`src/rtl/iiitb_ptv_pkg.sv`:
```
// Shared types and default constants for the ticket-printer dispense arbiter.
package iiitb_ptv_pkg;

  typedef enum logic [1:0] {
    ST_IDLE  = 2'd0,
    ST_START = 2'd1,
    ST_WAIT  = 2'd2,
    ST_FAULT = 2'd3
  } state_t;

  localparam int DEF_N_KIOSK       = 4;
  localparam int DEF_STOCK_W       = 8;
  localparam int DEF_STOCK_INIT    = 255;
  localparam int DEF_TMO_W         = 5;
  localparam int DEF_PRINT_TIMEOUT = 16;

endpackage

```
`src/rtl/iiitb_ptv_dispense_arb_if.sv`:
```
// Kiosk/printer handshake bundle for the dispense arbiter.
// The arbiter uses the slave modport; the kiosk/printer side uses master.
interface iiitb_ptv_dispense_arb_if
  import iiitb_ptv_pkg::*;
#(
  parameter int N_KIOSK = DEF_N_KIOSK,
  parameter int STOCK_W = DEF_STOCK_W
);

  logic [N_KIOSK-1:0] req;
  logic [N_KIOSK-1:0] grant;
  logic [N_KIOSK-1:0] ack;
  logic               prn_start;
  logic               prn_done;
  logic               refill;
  logic               clr_fault;
  logic [STOCK_W-1:0] stock;
  logic               empty;
  logic               fault;

  modport master (
    output req, prn_done, refill, clr_fault,
    input  grant, ack, prn_start, stock, empty, fault
  );

  modport slave (
    input  req, prn_done, refill, clr_fault,
    output grant, ack, prn_start, stock, empty, fault
  );

endinterface

```
`src/rtl/iiitb_ptv_rr_pick.sv`:
```
// Combinational round-robin picker: first requester after the last served index.
// With IIITB_PTV_PRIO_EN defined, kiosk 0 always wins and the rest rotate.
module iiitb_ptv_rr_pick
  import iiitb_ptv_pkg::*;
#(
  parameter int N_KIOSK = DEF_N_KIOSK,
  parameter int IDX_W   = $clog2(N_KIOSK)
) (
  input  logic [N_KIOSK-1:0] req,
  input  logic [IDX_W-1:0]   last,
  output logic [N_KIOSK-1:0] pick,
  output logic [IDX_W-1:0]   idx
);

  logic [N_KIOSK-1:0] rr_req_s;
  logic [IDX_W-1:0]   cand_s;
  logic               found_s;

  // search the rotated request vector, then apply the optional kiosk-0 override
  always_comb begin
    pick    = {N_KIOSK{1'b0}};
    idx     = {IDX_W{1'b0}};
    found_s = 1'b0;
    cand_s  = {IDX_W{1'b0}};
`ifdef IIITB_PTV_PRIO_EN
    rr_req_s = {req[N_KIOSK-1:1], 1'b0};
`else
    rr_req_s = req;
`endif
    for (int k = 1; k <= N_KIOSK; k++) begin
      cand_s = IDX_W'((int'(last) + k) % N_KIOSK);
      if (!found_s && rr_req_s[cand_s]) begin
        found_s = 1'b1;
        idx     = cand_s;
      end else begin
        found_s = found_s;
      end
    end
`ifdef IIITB_PTV_PRIO_EN
    if (req[0]) begin
      found_s = 1'b1;
      idx     = {IDX_W{1'b0}};
    end else begin
      found_s = found_s;
    end
`endif
    if (found_s) begin
      pick = {{(N_KIOSK-1){1'b0}}, 1'b1} << idx;
    end else begin
      pick = {N_KIOSK{1'b0}};
    end
  end

endmodule

```
`src/rtl/iiitb_ptv_dispense_arb.sv`:
```
// Shared ticket-printer arbiter: round-robin grant, printer start/done handshake,
// stock tracking and timeout fault. Optional macro IIITB_PTV_PRIO_EN gives kiosk 0 priority.
module iiitb_ptv_dispense_arb
  import iiitb_ptv_pkg::*;
#(
  parameter int N_KIOSK       = DEF_N_KIOSK,
  parameter int STOCK_W       = DEF_STOCK_W,
  parameter int STOCK_INIT    = DEF_STOCK_INIT,
  parameter int TMO_W         = DEF_TMO_W,
  parameter int PRINT_TIMEOUT = DEF_PRINT_TIMEOUT
) (
  input logic                    clk,
  input logic                    rst,
  iiitb_ptv_dispense_arb_if.slave bus
);

  localparam int                 IDX_W      = $clog2(N_KIOSK);
  localparam logic [STOCK_W-1:0] STOCK_FULL = STOCK_W'(STOCK_INIT);
  localparam logic [STOCK_W-1:0] STOCK_ONE  = STOCK_W'(1);
  localparam logic [TMO_W-1:0]   TMO_LAST   = TMO_W'(PRINT_TIMEOUT - 1);
  localparam logic [TMO_W-1:0]   TMO_ONE    = TMO_W'(1);
  localparam logic [IDX_W-1:0]   LAST_INIT  = IDX_W'(N_KIOSK - 1);

  state_t             state_r,  state_nxt;
  logic [N_KIOSK-1:0] grant_r,  grant_nxt;
  logic [IDX_W-1:0]   gidx_r,   gidx_nxt;
  logic [N_KIOSK-1:0] ack_r,    ack_nxt;
  logic               start_r,  start_nxt;
  logic               fault_r,  fault_nxt;
  logic [STOCK_W-1:0] stock_r,  stock_nxt;
  logic [TMO_W-1:0]   timer_r,  timer_nxt;
  logic [IDX_W-1:0]   last_r,   last_nxt;
  logic               dec_s;
  logic               empty_s;
  logic [N_KIOSK-1:0] pick_s;
  logic [IDX_W-1:0]   pick_idx_s;

  iiitb_ptv_rr_pick #(
    .N_KIOSK (N_KIOSK),
    .IDX_W   (IDX_W)
  ) u_pick (
    .req  (bus.req),
    .last (last_r),
    .pick (pick_s),
    .idx  (pick_idx_s)
  );

  assign empty_s       = (stock_r == {STOCK_W{1'b0}});
  assign bus.grant     = grant_r;
  assign bus.ack       = ack_r;
  assign bus.prn_start = start_r;
  assign bus.stock     = stock_r;
  assign bus.empty     = empty_s;
  assign bus.fault     = fault_r;

  // state and output registers
  always_ff @(posedge clk or negedge rst) begin
    if (!rst) begin
      state_r <= ST_IDLE;
      grant_r <= {N_KIOSK{1'b0}};
      gidx_r  <= {IDX_W{1'b0}};
      ack_r   <= {N_KIOSK{1'b0}};
      start_r <= 1'b0;
      fault_r <= 1'b0;
      stock_r <= STOCK_FULL;
      timer_r <= {TMO_W{1'b0}};
      last_r  <= LAST_INIT;
    end else begin
      state_r <= state_nxt;
      grant_r <= grant_nxt;
      gidx_r  <= gidx_nxt;
      ack_r   <= ack_nxt;
      start_r <= start_nxt;
      fault_r <= fault_nxt;
      stock_r <= stock_nxt;
      timer_r <= timer_nxt;
      last_r  <= last_nxt;
    end
  end

  // next-state, handshake outputs and stock update
  always_comb begin
    state_nxt = state_r;
    grant_nxt = grant_r;
    gidx_nxt  = gidx_r;
    ack_nxt   = {N_KIOSK{1'b0}};
    start_nxt = 1'b0;
    fault_nxt = fault_r;
    timer_nxt = timer_r;
    last_nxt  = last_r;
    dec_s     = 1'b0;

    case (state_r)
      ST_IDLE: begin
        if ((|pick_s) && !empty_s) begin
          grant_nxt = pick_s;
          gidx_nxt  = pick_idx_s;
          start_nxt = 1'b1;
          state_nxt = ST_START;
        end else begin
          grant_nxt = {N_KIOSK{1'b0}};
        end
      end
      ST_START: begin
        timer_nxt = {TMO_W{1'b0}};
        state_nxt = ST_WAIT;
      end
      ST_WAIT: begin
        // a done pulse on the timeout edge still completes the ticket
        if (bus.prn_done) begin
          ack_nxt   = grant_r;
          grant_nxt = {N_KIOSK{1'b0}};
          dec_s     = 1'b1;
          last_nxt  = gidx_r;
          state_nxt = ST_IDLE;
        end else if (timer_r == TMO_LAST) begin
          grant_nxt = {N_KIOSK{1'b0}};
          fault_nxt = 1'b1;
          state_nxt = ST_FAULT;
        end else begin
          timer_nxt = timer_r + TMO_ONE;
        end
      end
      ST_FAULT: begin
        grant_nxt = {N_KIOSK{1'b0}};
        if (bus.clr_fault) begin
          fault_nxt = 1'b0;
          state_nxt = ST_IDLE;
        end else begin
          fault_nxt = 1'b1;
        end
      end
      default: begin
        grant_nxt = {N_KIOSK{1'b0}};
        fault_nxt = 1'b0;
        state_nxt = ST_IDLE;
      end
    endcase

    if (bus.refill) begin
      stock_nxt = dec_s ? (STOCK_FULL - STOCK_ONE) : STOCK_FULL;
    end else if (dec_s) begin
      stock_nxt = stock_r - STOCK_ONE;
    end else begin
      stock_nxt = stock_r;
    end
  end

endmodule

```
`src/flat_wrapper.sv`:
```
// flat-port wrapper written by rule: the top's interface ports become plain ports
module iiitb_ptv_dispense_arb_flat import iiitb_ptv_pkg::*;
#(
  parameter int N_KIOSK       = DEF_N_KIOSK,
  parameter int STOCK_W       = DEF_STOCK_W,
  parameter int STOCK_INIT    = DEF_STOCK_INIT,
  parameter int TMO_W         = DEF_TMO_W,
  parameter int PRINT_TIMEOUT = DEF_PRINT_TIMEOUT
)
  (clk, rst, bus_req, bus_prn_done, bus_refill, bus_clr_fault, bus_grant, bus_ack, bus_prn_start, bus_stock, bus_empty, bus_fault);
  iiitb_ptv_dispense_arb_if #(.N_KIOSK(N_KIOSK), .STOCK_W(STOCK_W)) bus_i ();
  input logic clk;
  input logic rst;
  input wire logic [$bits(bus_i.req)-1:0] bus_req;
  input wire logic [$bits(bus_i.prn_done)-1:0] bus_prn_done;
  input wire logic [$bits(bus_i.refill)-1:0] bus_refill;
  input wire logic [$bits(bus_i.clr_fault)-1:0] bus_clr_fault;
  output wire logic [$bits(bus_i.grant)-1:0] bus_grant;
  output wire logic [$bits(bus_i.ack)-1:0] bus_ack;
  output wire logic [$bits(bus_i.prn_start)-1:0] bus_prn_start;
  output wire logic [$bits(bus_i.stock)-1:0] bus_stock;
  output wire logic [$bits(bus_i.empty)-1:0] bus_empty;
  output wire logic [$bits(bus_i.fault)-1:0] bus_fault;
  assign bus_i.req = bus_req;
  assign bus_i.prn_done = bus_prn_done;
  assign bus_i.refill = bus_refill;
  assign bus_i.clr_fault = bus_clr_fault;
  assign bus_grant = bus_i.grant;
  assign bus_ack = bus_i.ack;
  assign bus_prn_start = bus_i.prn_start;
  assign bus_stock = bus_i.stock;
  assign bus_empty = bus_i.empty;
  assign bus_fault = bus_i.fault;
  iiitb_ptv_dispense_arb #(.N_KIOSK(N_KIOSK), .STOCK_W(STOCK_W), .STOCK_INIT(STOCK_INIT), .TMO_W(TMO_W), .PRINT_TIMEOUT(PRINT_TIMEOUT)) u_core (.clk(clk), .rst(rst), .bus(bus_i));
endmodule
```
`config.mk`:
```
export PLATFORM = sky130hd
export DESIGN_NAME = iiitb_ptv_dispense_arb_flat
export DESIGN_NICKNAME = d
export VERILOG_FILES = /design/src/rtl/iiitb_ptv_pkg.sv /design/src/rtl/iiitb_ptv_dispense_arb_if.sv /design/src/rtl/iiitb_ptv_rr_pick.sv /design/src/rtl/iiitb_ptv_dispense_arb.sv /design/src/flat_wrapper.sv
export SDC_FILE = /design/constraint.sdc
export NUM_CORES = 1
export LEC_CHECK = 0
export CORE_ASPECT_RATIO = 0.9
export CORE_MARGIN = 2
export CORE_UTILIZATION = 35
export DETAILED_ROUTE_END_ITERATION = 16
export SLEW_MARGIN = 20
export SYNTH_ARGS = -nofsm -noshare
export SYNTH_HDL_FRONTEND = slang
export SYNTH_SLANG_ARGS = --single-unit
export TNS_END_PERCENT = 5
```
`constraint.sdc`:
```
create_clock -name clk -period 2.5 [get_ports clk]
set_clock_uncertainty 0.15 [all_clocks]
set_input_delay 0.375 -clock clk [delete_from_list [all_inputs] [get_ports clk]]
set_output_delay 0.375 -clock clk [all_outputs]
set_load 0.1 [all_outputs]
```
==> results of run 1 <==
## worst max-delay path by stage
stage,start,end,slack (ps)
6_report,u_core.bus.stock[0],u_core.gidx_r[0],310
5_1_grt,u_core.bus.stock[1],u_core.bus.grant[2],220
4_1_cts,u_core.timer_r[0],u_core.bus.grant[2],320
3_5_place_dp,bus_req[3],u_core.gidx_r[0],300
3_3_place_gp,bus_req[1],u_core.gidx_r[0],370
2_1_floorplan,u_core.bus.stock[0],u_core.gidx_r[0],30
## per-stage QoR
stage / cell area, um^2 / utilization / std cells
6_report: 1862 / 0.4601 / 216
5_1_grt: 1862 / 0.4601 / 216
4_1_cts: 1862 / 0.4601 / 216
3_5_place_dp: 1760 / 0.4351 / 208
3_3_place_gp: 1760 / 0.4351 / 208
2_1_floorplan: 1465 / - / 134
## metal layers
metal | track usage | up-vias
met3 | 0.03988 | 9
met5 | 0 | -
li1 | - | 545
met1 | 0.1975 | 531
met2 | 0.2064 | 31
met4 | 0.08726 | 0
## flip-flops by register name, summed over array words and instances, names as in the netlist
register              flops
u_core.last_r             2
u_core.bus.fault          1
u_core.bus.grant          4
u_core.bus.ack            4
u_core.gidx_r             2
u_core.state_r            2
u_core.bus.prn_start      1
u_core.timer_r            5
u_core.bus.stock          8
## cell type report
class,count,area [um^2]
Clock buffer,7,96.34
Clock inverter,1,5.005
Fill cell,381,2185
Inverter,6,22.52
Multi-Input combinational cell,96,689.4
Sequential cell,29,738.2
Tap cell,48,60.06
Timing Repair Buffer,29,250.2
## power by group through the flow
stage | clock network (W) | logic (W) | registers [W]
floorplan | 0 | 0.000369 | 0.00114
global placement | 0 | 0.000957 | 0.000767
detailed placement | 0 | 0.000963 | 0.000772
CTS | 0.000436 | 0.000971 | 0.000764
global route | 0.000461 | 0.00103 | 0.000789
finish | 0.000423 | 0.000968 | 0.000763
## synthesized netlist by cell type, types with 2 or more instances
library cell,count
nand2b_1,9
a21oi_1,7
dfstp_2,10
nor3_1,2
o211ai_1,2
a22o_1,2
nor2b_1,2
o2bb2ai_1,2
dfrtp_1,19
and3_1,3
nand2_1,12
xor2_1,3
and2_1,4
nor2_1,4
xnor2_1,3
o21ai_0,5
and3b_1,2
inv_1,5
a32o_1,2
o31ai_1,2
ha_1,4
buf_2,3
nand3_1,3
mux2i_1,4
## kinds of logic (layout without fill, tap and decap cells)
family / Yosys count / count (layout) / share of synthesized area
adder cells (fa/ha/maj): 4 / 4 / 0.03416
AND/OR/NAND/NOR: 50 / 50 / 0.2007
multiplexers: 5 / 5 / 0.03757
XOR/XNOR: 6 / 6 / 0.03587
AO/OA/AOI/OAI: 31 / 31 / 0.1623
buffers and inverters: 9 / 43 / 0.02562
flip-flops: 29 / 29 / 0.5038
## cell usage in the layout, fill, tap and decap left out, types with 2 or more instances in the layout
master / netlist / routed
nor3_1: 2 / 2
o31ai_1: 2 / 2
clkdlybuf4s50_1: 0 / 8
and2_1: 4 / 4
a21oi_1: 7 / 7
inv_1: 5 / 5
o21ai_0: 5 / 5
nand2b_1: 9 / 9
ha_1: 4 / 4
nor2b_1: 2 / 2
a22o_1: 2 / 2
buf_4: 0 / 20
dfrtp_1: 19 / 19
mux2i_1: 4 / 4
and3b_1: 2 / 2
o2bb2ai_1: 2 / 2
and3_1: 3 / 3
a32o_1: 2 / 2
nand3_1: 3 / 3
nor2_1: 4 / 4
dfstp_2: 10 / 10
xor2_1: 3 / 3
o211ai_1: 2 / 2
clkbuf_8: 0 / 7
xnor2_1: 3 / 3
nand2_1: 12 / 12
==> results.yml, run 1 <==
status:
  status: "finished clean"
worst_hold_path:
  hold_class: "in2async"
synthesis:
  netlist_instances: 134
  synth.top_cells.by_area: "dfrtp_1, dfstp_2, nand2b_1"
  synth_fp_nets: 147
  netlist_area_mm2: 0.001465
  yosys.area.top_type: "dfrtp_1"
  synth_warnings: 0
  synth_edf_count: 0
  synth-main-ff-cell: "dfrtp_1"
  ys_types: 44
  async_flop_share: 1.000
  syn_area_per_cell_um2: 10.93
  ys_seq_area_frac: 0.5038
  synth-seq-cells: 29
  yosysTopAreaCellShare: 0.3245
global_route:
  antenna_found_initial: 0
  grt_pass1_vias: 1096
  grt_max_degree: 30
  grtUsageTotal: 0.1460
  grt_pass1_wl_um: 5209
  grt-ovfl-total: 0
sta:
  finalSetupViolations: 0
  hold_viol_final: 0
  relSlewSlack: 0.6178
  fin_crit_ps: 2187
  fmax_ghz: 0.4572
  rsz0062_at_grt: "no"
  setup_ws_ps: 312.8
  drv_slew: 0
  period_share: 0.8749
  fin_worst_hold_slack_ps: 316.6
  tns_ps: 0
  tightest_slew_ps: 573.3
power_and_ir_drop:
  internal_power_w: 0.001132
  seq_power_share: 0.354
  power_frac_comb: 0.449
  p_leak_nw: 0.8195
  pwr-share-clk: 0.197
  p_sw_w: 0.001023
  swShare: 0.4747
  max-vdd-ir-drop_uv: 573.9
  power_density_mw_per_mm2: 1157
  total_power_w: 0.002154
setup_path:
  path_cells: "inv_1, ha_1, nor3b_2, a2111oi_4, mux2_4"
  regToRegEndpoint: "u_core.gidx_r[0]"
  path_buf_inv: 1
  endpoint_kind: "flip-flop"
  cp.arrival_ps: 2200
  cp_slowest_stage_delay_ps: 600
  critical-path-top-delay-family: "compound AO/OA/AOI/OAI gates"
  crit_path_start_kind: "flip-flop"
  worstSetupPathType: "reg2reg"
  critPathSlowestCell: "a2111oi_4"
  cp.required_ps: 2510
  rr_worst_depth: 5
  worst-path-stages: 5
  reg2reg_from: "u_core.bus.stock[0]"
  cp_max_fo: 8
  r2r_slack_ps: 310
die:
  dieArea_mm2: 0.004720
  die_h_um: 65.38
  start_util: 0.3621
  die_w_um: 72.20
  num_io_pins: 28
  coreArea_mm2: 0.004046
  fp-row-count: 22
drt:
  drcViolationCount: 0
  routedLengthMet1_um: 1504
  viasPerCell: 5.167
  num_vias: 1116
  wl_met3_um: 156
  antenna_left: 0
  drt-pass1-iter-count: 4
  totalWireLength_um: 3105
  routedWlPerCell_um: 14.38
  wl_met2_um: 1350
  top_layer: "met4"
  drt_iter0_markers: 57
finish:
  n_antenna_cell: 0
  drive_gt1_frac: 0.2738
  synthToLayoutAreaGrowth_pct: 27.07
  num-nets-final: 180
placement:
  io_buffers: 27
  place_congestion: 0.8055
  dp_hpwl_um: 2196
  pre_cts_slack_ps: 304.4
clock_network:
  cts.sinks: 29
  hold_buffers: 0
  clockBufferDepth: 2
  h-tree-depth: 2
  clk_pin_slew_ps: 60
  clk-insertion-delay-late_ps: 280
  tritoncts: "yes"
  root_buffer: "clkbuf_8"
  cts.repair.resized: 0
  numCtsBuffers: 5
  postCtsSetupRepairBufs: 0
flow_run:
  cap_violations: 0
No activity file was read; power rests on OpenSTA's default activity.
==> inputs of run 2 (changes only) <==
--- a/config.mk
+++ b/config.mk
@@ -9,6 +9,7 @@
 export CORE_MARGIN = 2
 export CORE_UTILIZATION = 35
 export DETAILED_ROUTE_END_ITERATION = 16
+export SKIP_CTS_REPAIR_TIMING = 1
 export SLEW_MARGIN = 20
 export SYNTH_ARGS = -nofsm -noshare
 export SYNTH_HDL_FRONTEND = slang
==> results of run 2 <==
Final layout, timing and power as in run 1 (identical DEF).
